===== src/rtl/fht_pkg.sv =====
// fht_pkg: shared FSM state type and elaboration-time math helpers for the FHT sequencer
package fht_pkg;
  typedef enum logic [1:0] {IDLE, RUN, FLUSH, DONE} state_t;
  localparam real PI = 3.14159265358979323846;
  function automatic int max_w(input int w);
    return (1 << (w - 1)) - 1;
  endfunction
  function automatic int clog2_min1(input int n);
    return n > 1 ? $clog2(n) : 1;
  endfunction
  function automatic int round_int(input real x);
    return x < 0.0 ? -$rtoi(0.5 - x) : $rtoi(x + 0.5);
  endfunction
endpackage


===== src/rtl/fht_twiddle_rom.sv =====
// fht_twiddle_rom: cos/sin coefficient table with RD_LAT registered stages
module fht_twiddle_rom #(
  parameter int LOG2N  = 4,
  parameter int W_BIT  = 16,
  parameter int RD_LAT = 1
) (
  input  logic                    clk,
  input  logic                    rst,
  input  logic                    en,
  input  logic [LOG2N-2:0]        idx,
  output logic signed [W_BIT-1:0] cos,
  output logic signed [W_BIT-1:0] sin,
  output logic                    vld
);
  import fht_pkg::*;
  localparam int HALF = 1 << (LOG2N - 1);
  localparam int MAXW = max_w(W_BIT);
  typedef struct packed {
    logic                    v;
    logic signed [W_BIT-1:0] c;
    logic signed [W_BIT-1:0] s;
  } tw_t;
  logic signed [W_BIT-1:0] cos_tab [HALF];
  logic signed [W_BIT-1:0] sin_tab [HALF];
  tw_t d [RD_LAT];
  for (genvar i = 0; i < HALF; i++) begin : g_tab
    localparam real ANG = 2.0 * PI * i / (2.0 * HALF);
    localparam int  C   = round_int(MAXW * $cos(ANG));
    localparam int  S   = round_int(MAXW * $sin(ANG));
    assign cos_tab[i] = W_BIT'(C);
    assign sin_tab[i] = W_BIT'(S);
  end
  always_ff @(posedge clk) begin
    if (rst) begin
      for (int i = 0; i < RD_LAT; i++) d[i] <= '0;
    end else begin
      d[0] <= {en, cos_tab[idx], sin_tab[idx]};
      for (int i = 1; i < RD_LAT; i++) d[i] <= d[i-1];
    end
  end
  assign vld = d[RD_LAT-1].v;
  assign cos = d[RD_LAT-1].c;
  assign sin = d[RD_LAT-1].s;
endmodule


===== src/rtl/fht_addr_gen.sv =====
// fht_addr_gen: per-stage butterfly address, twiddle and delayed write-address sequencer
module fht_addr_gen #(
  parameter int LOG2N   = 4,
  parameter int W_BIT   = 16,
  parameter int RD_LAT  = 1,
  parameter int BUT_LAT = 1
) (
  input  logic                    iCLK,
  input  logic                    iRESET,
  input  logic                    iSTART,
  input  logic                    iHOLD,
  output logic                    oBUSY,
  output logic                    oDONE,
  output logic [LOG2N-1:0]        oSTAGE,
  output logic                    oRD_EN,
  output logic                    oRD_BANK,
  output logic [LOG2N-1:0]        oRD_ADDR_0,
  output logic [LOG2N-1:0]        oRD_ADDR_1,
  output logic [LOG2N-1:0]        oRD_ADDR_2,
  output logic signed [W_BIT-1:0] oCOS,
  output logic signed [W_BIT-1:0] oSIN,
  output logic                    oTW_VLD,
  output logic                    oWR_EN,
  output logic                    oWR_BANK,
  output logic [LOG2N-1:0]        oWR_ADDR_0,
  output logic [LOG2N-1:0]        oWR_ADDR_1,
  output logic                    oRES_BANK
);
  import fht_pkg::*;
  localparam int AW       = LOG2N;
  localparam int CW       = LOG2N - 1;
  localparam int PIPE_LAT = RD_LAT + BUT_LAT;
  localparam int FW       = clog2_min1(PIPE_LAT);
  typedef struct packed {
    logic          vld;
    logic [AW-1:0] y0;
    logic [AW-1:0] y1;
    logic          bank;
  } wr_t;
  state_t        state, nxt;
  logic [AW-1:0] s, half, k, b, cnt_w;
  logic [CW-1:0] cnt, tw_idx;
  logic [FW-1:0] fcnt;
  logic          issue, last, flush_end, last_stage;
  wr_t           wp [PIPE_LAT];
  always_comb begin
    cnt_w      = AW'(cnt);
    half       = AW'(1) << s;
    k          = cnt_w & (half - AW'(1));
    b          = (cnt_w >> s) << (s + AW'(1));
    issue      = state == RUN && !iHOLD;
    last       = &cnt;
    flush_end  = fcnt == FW'(PIPE_LAT - 1);
    last_stage = s == AW'(LOG2N - 1);
    nxt = state == IDLE  ? (iSTART ? RUN : IDLE) :
          state == RUN   ? (issue && last ? FLUSH : RUN) :
          state == FLUSH ? (flush_end ? (last_stage ? DONE : RUN) : FLUSH) : IDLE;
  end
  always_ff @(posedge iCLK) begin
    if (iRESET) begin
      state      <= IDLE;
      s          <= '0;
      cnt        <= '0;
      fcnt       <= '0;
      tw_idx     <= '0;
      oRD_EN     <= 1'b0;
      oRD_BANK   <= 1'b0;
      oRD_ADDR_0 <= '0;
      oRD_ADDR_1 <= '0;
      oRD_ADDR_2 <= '0;
      for (int i = 0; i < PIPE_LAT; i++) wp[i] <= '0;
    end else begin
      state  <= nxt;
      oRD_EN <= issue;
      fcnt   <= state == FLUSH ? fcnt + FW'(1) : '0;
      if (state == IDLE && iSTART) begin
        s   <= '0;
        cnt <= '0;
      end
      // cnt wraps to 0 on the last issue of a stage, ready for the next one
      if (issue) begin
        cnt        <= cnt + CW'(1);
        oRD_BANK   <= s[0];
        oRD_ADDR_0 <= b + k;
        oRD_ADDR_1 <= b + half + k;
        oRD_ADDR_2 <= b + half + ((half - k) & (half - AW'(1)));
        tw_idx     <= CW'(k << (LOG2N - 1 - int'(s)));
      end
      if (state == FLUSH && flush_end && !last_stage) s <= s + AW'(1);
      wp[0] <= '{oRD_EN, oRD_ADDR_0, oRD_ADDR_1, ~oRD_BANK};
      for (int i = 1; i < PIPE_LAT; i++) wp[i] <= wp[i-1];
    end
  end
  fht_twiddle_rom #(.LOG2N(LOG2N), .W_BIT(W_BIT), .RD_LAT(RD_LAT)) u_rom (
    .clk (iCLK),
    .rst (iRESET),
    .en  (oRD_EN),
    .idx (tw_idx),
    .cos (oCOS),
    .sin (oSIN),
    .vld (oTW_VLD)
  );
  assign oBUSY      = state != IDLE;
  assign oDONE      = state == DONE;
  assign oSTAGE     = s;
  assign oRES_BANK  = oDONE && (LOG2N % 2 == 1);
  assign oWR_EN     = wp[PIPE_LAT-1].vld;
  assign oWR_ADDR_0 = wp[PIPE_LAT-1].y0;
  assign oWR_ADDR_1 = wp[PIPE_LAT-1].y1;
  assign oWR_BANK   = wp[PIPE_LAT-1].bank;
endmodule


===== config.mk =====
export PLATFORM = sky130hd
export DESIGN_NAME = fht_addr_gen
export DESIGN_NICKNAME = d
export VERILOG_FILES = /design/src/rtl/fht_pkg.sv /design/src/rtl/fht_twiddle_rom.sv /design/src/rtl/fht_addr_gen.sv
export SDC_FILE = /design/constraint.sdc
export NUM_CORES = 1
export LEC_CHECK = 0
export ABC_AREA = 1
export ABC_CLOCK_PERIOD_IN_PS = 4100
export CAP_MARGIN = 0
export CORE_MARGIN = 3
export CORE_UTILIZATION = 55
export DETAILED_ROUTE_END_ITERATION = 7
export DONT_BUFFER_PORTS = 1
export HOLD_SLACK_MARGIN = 0.03
export MAX_ROUTING_LAYER = met4
export PLACE_DENSITY = 0.74
export SETUP_SLACK_MARGIN = 0.4
export SYNTH_ARGS = -nofsm -noshare
export SYNTH_HDL_FRONTEND = slang
export SYNTH_SLANG_ARGS = --single-unit

===== constraint.sdc =====
create_clock -name iCLK -period 4.1 [get_ports iCLK]
set_clock_uncertainty 0.1 [all_clocks]
set_input_delay 0.615 -clock iCLK [delete_from_list [all_inputs] [get_ports iCLK]]
set_output_delay 0.615 -clock iCLK [all_outputs]
set_load 0.02 [all_outputs]

; Yosys cells after proc, flatten, opt, wreduce, memory -nomap -nowiden
; Memory sizes are Yosys's and may differ from the RTL's.
; Cells that the tools add are included.
[totals]
romBits = 256
mem_bits_rw = 53
output_inout_bits = 64
input_bits = 4
memories = 4
word_cells = 76
register_bits = 27
[classes]
n_eq_ne = 4
order_cmp = 1
reduce_logical = 14
add_sub_neg = 10
n_shift = 4
bitwise = 7
muxes = 22
[memory_table]
columns = name, depth, word_bits, rd, rd_ports_with_merged_regs, write_ports, line
row1 = (name not given), 8, 16, 1, 0, 0, fht_twiddle_rom.sv:37  ; d[0] <= {en, cos_tab[idx], sin_tab[idx]};
row2 = (name not given), 8, 16, 1, 0, 0, fht_twiddle_rom.sv:37
row3 = u_rom.d, 1, 33, 1, 0, 1, fht_twiddle_rom.sv:25  ; tw_t d [RD_LAT];
row4 = wp, 2, 10, 2, 0, 2, fht_addr_gen.sv:45  ; wr_t wp [PIPE_LAT];
[ops]
columns = operator, count
row1 = $mux 16, 4
row2 = $mux 33, 1
row3 = $reduce_or 33->1, 1
row4 = $shl 4x32->3, 1
row5 = $mux 10, 2
row6 = $add 4x4->4, 4
row7 = $mux 2, 6
row8 = $mux 4, 2
row9 = $mux 3, 2
row10 = $reduce_bool 2->1, 3
row11 = $logic_and 1x1->1, 5
row12 = $mux 1, 5
row13 = $sub 2x4->5 const A, 1
row14 = $add 4x1->4 const B, 1
row15 = $and 3x4->4, 1
row16 = $and 4x4->4, 1
row17 = $eq 2x2->1 const B, 2
row18 = $eq 4x2->1 const B, 1
row19 = $ge 4x4->1 const B, 1
row20 = $not 3->4, 1
row21 = $shl 1x4->4 const A, 1
row22 = $shl 4x4->4, 1
row23 = $shr 3x4->4, 1
row24 = $sub 4x1->4 const B, 1
row25 = 10 further kinds, 13

; Depth between registers and ports, before layout
[logic_depth]
ltp_word = 6
depth_mapped = 22
ltp_nobuf = 22

; Hierarchy
; From an unflattened synthesis, not the netlist that was laid out.
[unflattened]
cells_unflattened = 419
hier_area_um2 = 3404.5
[modules_own_cells]
columns = mod, area_each_um2, cells_each, instances, seq_area_each_um2
row1 = fht_addr_gen, 2528.7, 323, 1, 920.9
row2 = fht_twiddle_rom, 875.8, 96, 1, 400.4

; Worst setup path before layout
; OpenSTA, ideal clock, no wires.
[synth_path]
kind = reg2reg
startpoint = register s[0], in the netlist oSTAGE[0]
endpoint = register oRD_ADDR_2[3]
required_ps = 3891
period_less_slack_ps = 3229
path_slack_ps = 871
path_buffers = 0
t_arrival_ps = 3020
setup_time_ps = 109
path_stages_with_launch = 23
path_cell_list = dfxtp_1 inv_1 nor2_2 nand2_1 ha_1 xnor2_1 nor2_2 inv_1 ha_1 inv_1 a21oi_1 nor3_1 ha_1 nand2_1 nand2_1 a31oi_1 inv_1 nand4_1 nand2_1 nand3_1 nand3_1 nand2_1 inv_1
[synth_via]
elab_chain_cells = 6
elab_cells_between_ends = 10
cone_classes = add/sub: 5 / shift: 3 / bitwise: 2
[synth_rtl]
columns = element, line
row1 = from (decl), fht_addr_gen.sv:41  ; logic [AW-1:0] s, half, k, b, cnt_w;
row2 = from (signal assigned), fht_addr_gen.sv:89  ; if (state == FLUSH && flush_end && !last_stage) s <= s + AW'(1);
row3 = $shl 1x4->4, fht_addr_gen.sv:48  ; half = AW'(1) << s;
row4 = $sub 4x1->4, "fht_addr_gen.sv:49, fht_addr_gen.sv:86"
row5 = $and 3x4->4, fht_addr_gen.sv:49  ; k = cnt_w & (half - AW'(1));
row6 = $sub 4x4->4, fht_addr_gen.sv:86  ; oRD_ADDR_2 <= b + half + ((half - k) & (half - AW'(1)));
row7 = $and 4x4->4, fht_addr_gen.sv:86
row8 = $add 4x4->4 (*), fht_addr_gen.sv:86
row9 = to (signal assigned), fht_addr_gen.sv:86
row10 = to (decl), fht_addr_gen.sv:19  ; output logic [LOG2N-1:0] oRD_ADDR_2,
; Every way passes the cells marked *; elsewhere a longest branch is shown, timed or not.
; A chain may end at the register's enable or synchronous reset.

; Worst setup path in the final report
[layout_path]
startpoint = register s[2], in the netlist oSTAGE[2]
endpoint = register oRD_ADDR_2[3]
; The elaborated chain is that of the path after synthesis.

==> flow_summary.yaml <==
global_routing:
  grt-ovfl-total: 0
  grt_pass1_vias: 2220
  grt_pass1_wl_um: 10900
  grt_use_total: 0.221
  grt_max_degree: 40
  antenna_found_initial: 0
synth:
  ys.flop_type: "dfxtp_1"
  synth_enable_flop_cells: 0
  synth_top_area_frac: 0.403
  synth_top_cell_by_area: "dfxtp_1"
  ys_seq_elements: 65
  synthArstFlopShare: 0
  avgSynthCellArea_um2: 8.01
  synth.cell_area_um2: 3230
  synthCells: 403
  ys_types: 39
  synth_area_leaders: "dfxtp_1 (40%), ha_1 (10%), inv_1 (7.1%), nand2_1 (6.7%), buf_4 (5.3%)"
  ys_warn_count: 0
  yosysSeqAreaShare: 0.403
timing:
  max_freq_mhz: 289
  setup_viol: 0
  grt_setup_unrepaired: "no"
  finalCriticalPeriod_ps: 3460
  slew_viol_final: 0
  tightestPinTransition_ps: 630
  tns_ps: 0
  hold_viol: 0
  hold-worst-slack_ps: 220
  finalCritPeriodShare: 0.844
  slew_headroom: 0.578
final_layout:
  drive_gt1_frac: 0.120
  final_area_um2: 3430
  nets: 421
  register_area_um2: 1310
  final_common_cell: "dfxtp_1"
  synthToLayoutAreaGrowth_pct: 6.40
  final_cell_mix: "dfxtp_1 (62), inv_1 (61), nand2_1 (58)"
  antenna_cells: 0
  postLayoutCoreUtil: 0.612
  final_cells: 464
  final.fill_count: 509
  multiInputGateArea_um2: 1520
die:
  ioPinCount: 68
  start_util: 0.576
  row_count: 27
  die_y_um: 82.6
  die_area_um2: 6820
  coreArea_um2: 5610
  die_x_um: 82.6
placement:
  dp_cells: 445
  gp_congestion: 0.930
  io_buffer_count: 0
  dpl.hpwl_um: 4880
  postPlaceCellArea_um2: 3120
drt:
  wirelength_um: 6690
  via_count: 2469
  route.detailed.drc: 0
  final_antenna_net_count: 0
  dr.pass1.iters: 5
  wl_per_cell_um: 14.4
  viasPerCell: 5.32
  drtIter0Drc: 176
worst_setup_path:
  critPathKind: "flop to flop"
  endpoint_kind: "flop"
  worstPathArrival_ps: 3610
  required_ps: 4250
  cp-start-kind: "flop"
  cp_max_fo: 8
clocking:
  htreeDepth: 3
  clk_pin_slew_ps: 80
  clockRootBuffer: "clkbuf_8"
  insertion_delay_ps: 350
  cts.sinks: 65
  clockBufferDepth: 2
  cts_hold_buffers: 0
  cts_buffers: 9
  cts_tree: "built"
pwr:
  p_switching_uw: 330
  ir_worst_vdd_mv: 0.221
  seqPwrFrac: 0.508
  combPwrFrac: 0.039
  power_frac_clock: 0.454
  p_leak_nw: 1.58
  internal_power_mw: 1.03
  power_density_nw_per_um2: 396
  switching_share: 0.242
run_status:
  status: "finished clean"
hold_path:
  hp-class: "input port to flop"
run:
  cap_violations: 0
-- final cells by class --
class	count	share of cell area
clock inverters	6	0.0262
clock buffers	10	0.0401
inverters	65	0.0710
repair buffers	5	0.0120
flip-flops and latches	65	0.381
well taps	72	0.0262
multi-input cells	241	0.444
-- per-layer routing --
metal  track usage  vias to the layer above  wire, um
li1              -                     1239         -
met1         0.280                     1125      2980
met2         0.331                       94      3070
met3        0.0694                       11       524
met4        0.0801                        0       115
met5             -                        -         0
-- flip-flops by register name, indices dropped and copies added (netlist names) --
| register | cells |
|---|---|
| oRD_BANK | 1 |
| oRD_ADDR_1 | 3 |
| state | 2 |
| u_rom.d | 19 |
| tw_idx | 3 |
| oSTAGE | 4 |
| cnt | 3 |
| oRD_EN | 1 |
| oRD_ADDR_0 | 4 |
| oRD_ADDR_2 | 4 |
| fcnt | 1 |
| wp | 20 |
-- cell usage after synthesis (3+ instances only) --
library cell / number
nand3_1: 24
a21oi_1: 23
nand4_1: 5
o22a_1: 4
a31oi_1: 4
dfxtp_1: 65
inv_1: 61
nor3_1: 3
nor2_2: 4
buf_4: 23
o21ai_0: 13
inv_2: 4
nor2_1: 42
fa_1: 4
buf_2: 3
nand2_1: 58
clkbuf_1: 4
xnor2_1: 4
o22ai_1: 4
ha_1: 26
-- kinds of logic (layout without fill, tap and decap cells) --
family	Yosys count	after routing	synth area share
AND/OR/NAND/NOR	146	146	0.202
buffers and inverters	98	86	0.144
flip-flops	65	65	0.403
AO/OA/AOI/OAI	57	57	0.108
adder cells (fa/ha/maj)	30	30	0.126
XOR/XNOR	6	6	0.0163
other	1	2	0.00116
-- metrics by stage --
stage / setup WS (ps) / total power, mW
5_1_grt: 403 / 1.41
2_1_floorplan: 871 / 0.758
6_report: 640 / 1.36
4_1_cts: 435 / 1.37
3_3_place_gp: 368 / 0.757
3_5_place_dp: 357 / 0.759
-- critical path, cell delays in order (launching register included) --
cell and delay [ps]:
dfxtp_1 580, inv_2 150, nand2_1 230, nor3_4 90, xnor2_1 180, nor2_2 210
inv_1 60, ha_1 320, inv_1 90, a21oi_1 60, nor3_2 250, ha_4 260
nand2_1 60, nand2_1 60, a31oi_2 200, inv_1 90, nand4_1 100, nand2_1 60
nand3_1 60, nand3_1 70, nand2_1 80, inv_1 40
-- power groups by stage --
stage               Sequential, mW  Clock, mW  Combinational (mW)
global route                 0.695      0.657              0.0615
CTS                          0.692      0.630              0.0520
global placement             0.707          0              0.0505
detailed placement           0.707          0              0.0515
floorplan                    0.695          0              0.0624
finish                       0.691      0.617              0.0526
-- worst paths after layout --
kind | startpoint | endpoint | slack, ps | depth (start not counted)
hold reg to reg | wp[0][6]$_SDFF_PP0_ | wp[0][16]$_SDFF_PP0_ | 300 | 2
setup / recovery | oSTAGE[2]$_SDFFE_PP0P_ | oRD_ADDR_2[3]$_SDFFE_PP0P_ | 640 | 21
hold / removal | iRESET | oSTAGE[1]$_SDFFE_PP0P_ | 220 | 1
setup reg to reg | oSTAGE[2]$_SDFFE_PP0P_ | oRD_ADDR_2[3]$_SDFFE_PP0P_ | 640 | 21
-- repair_timing --
item / CTS / global route
setup endpoints to repair: 1 / 2
resized for setup: 2 / 13
pin swaps: 0 / 6
setup buffers: 0 / 3
(Power assumes the default switching activity.)
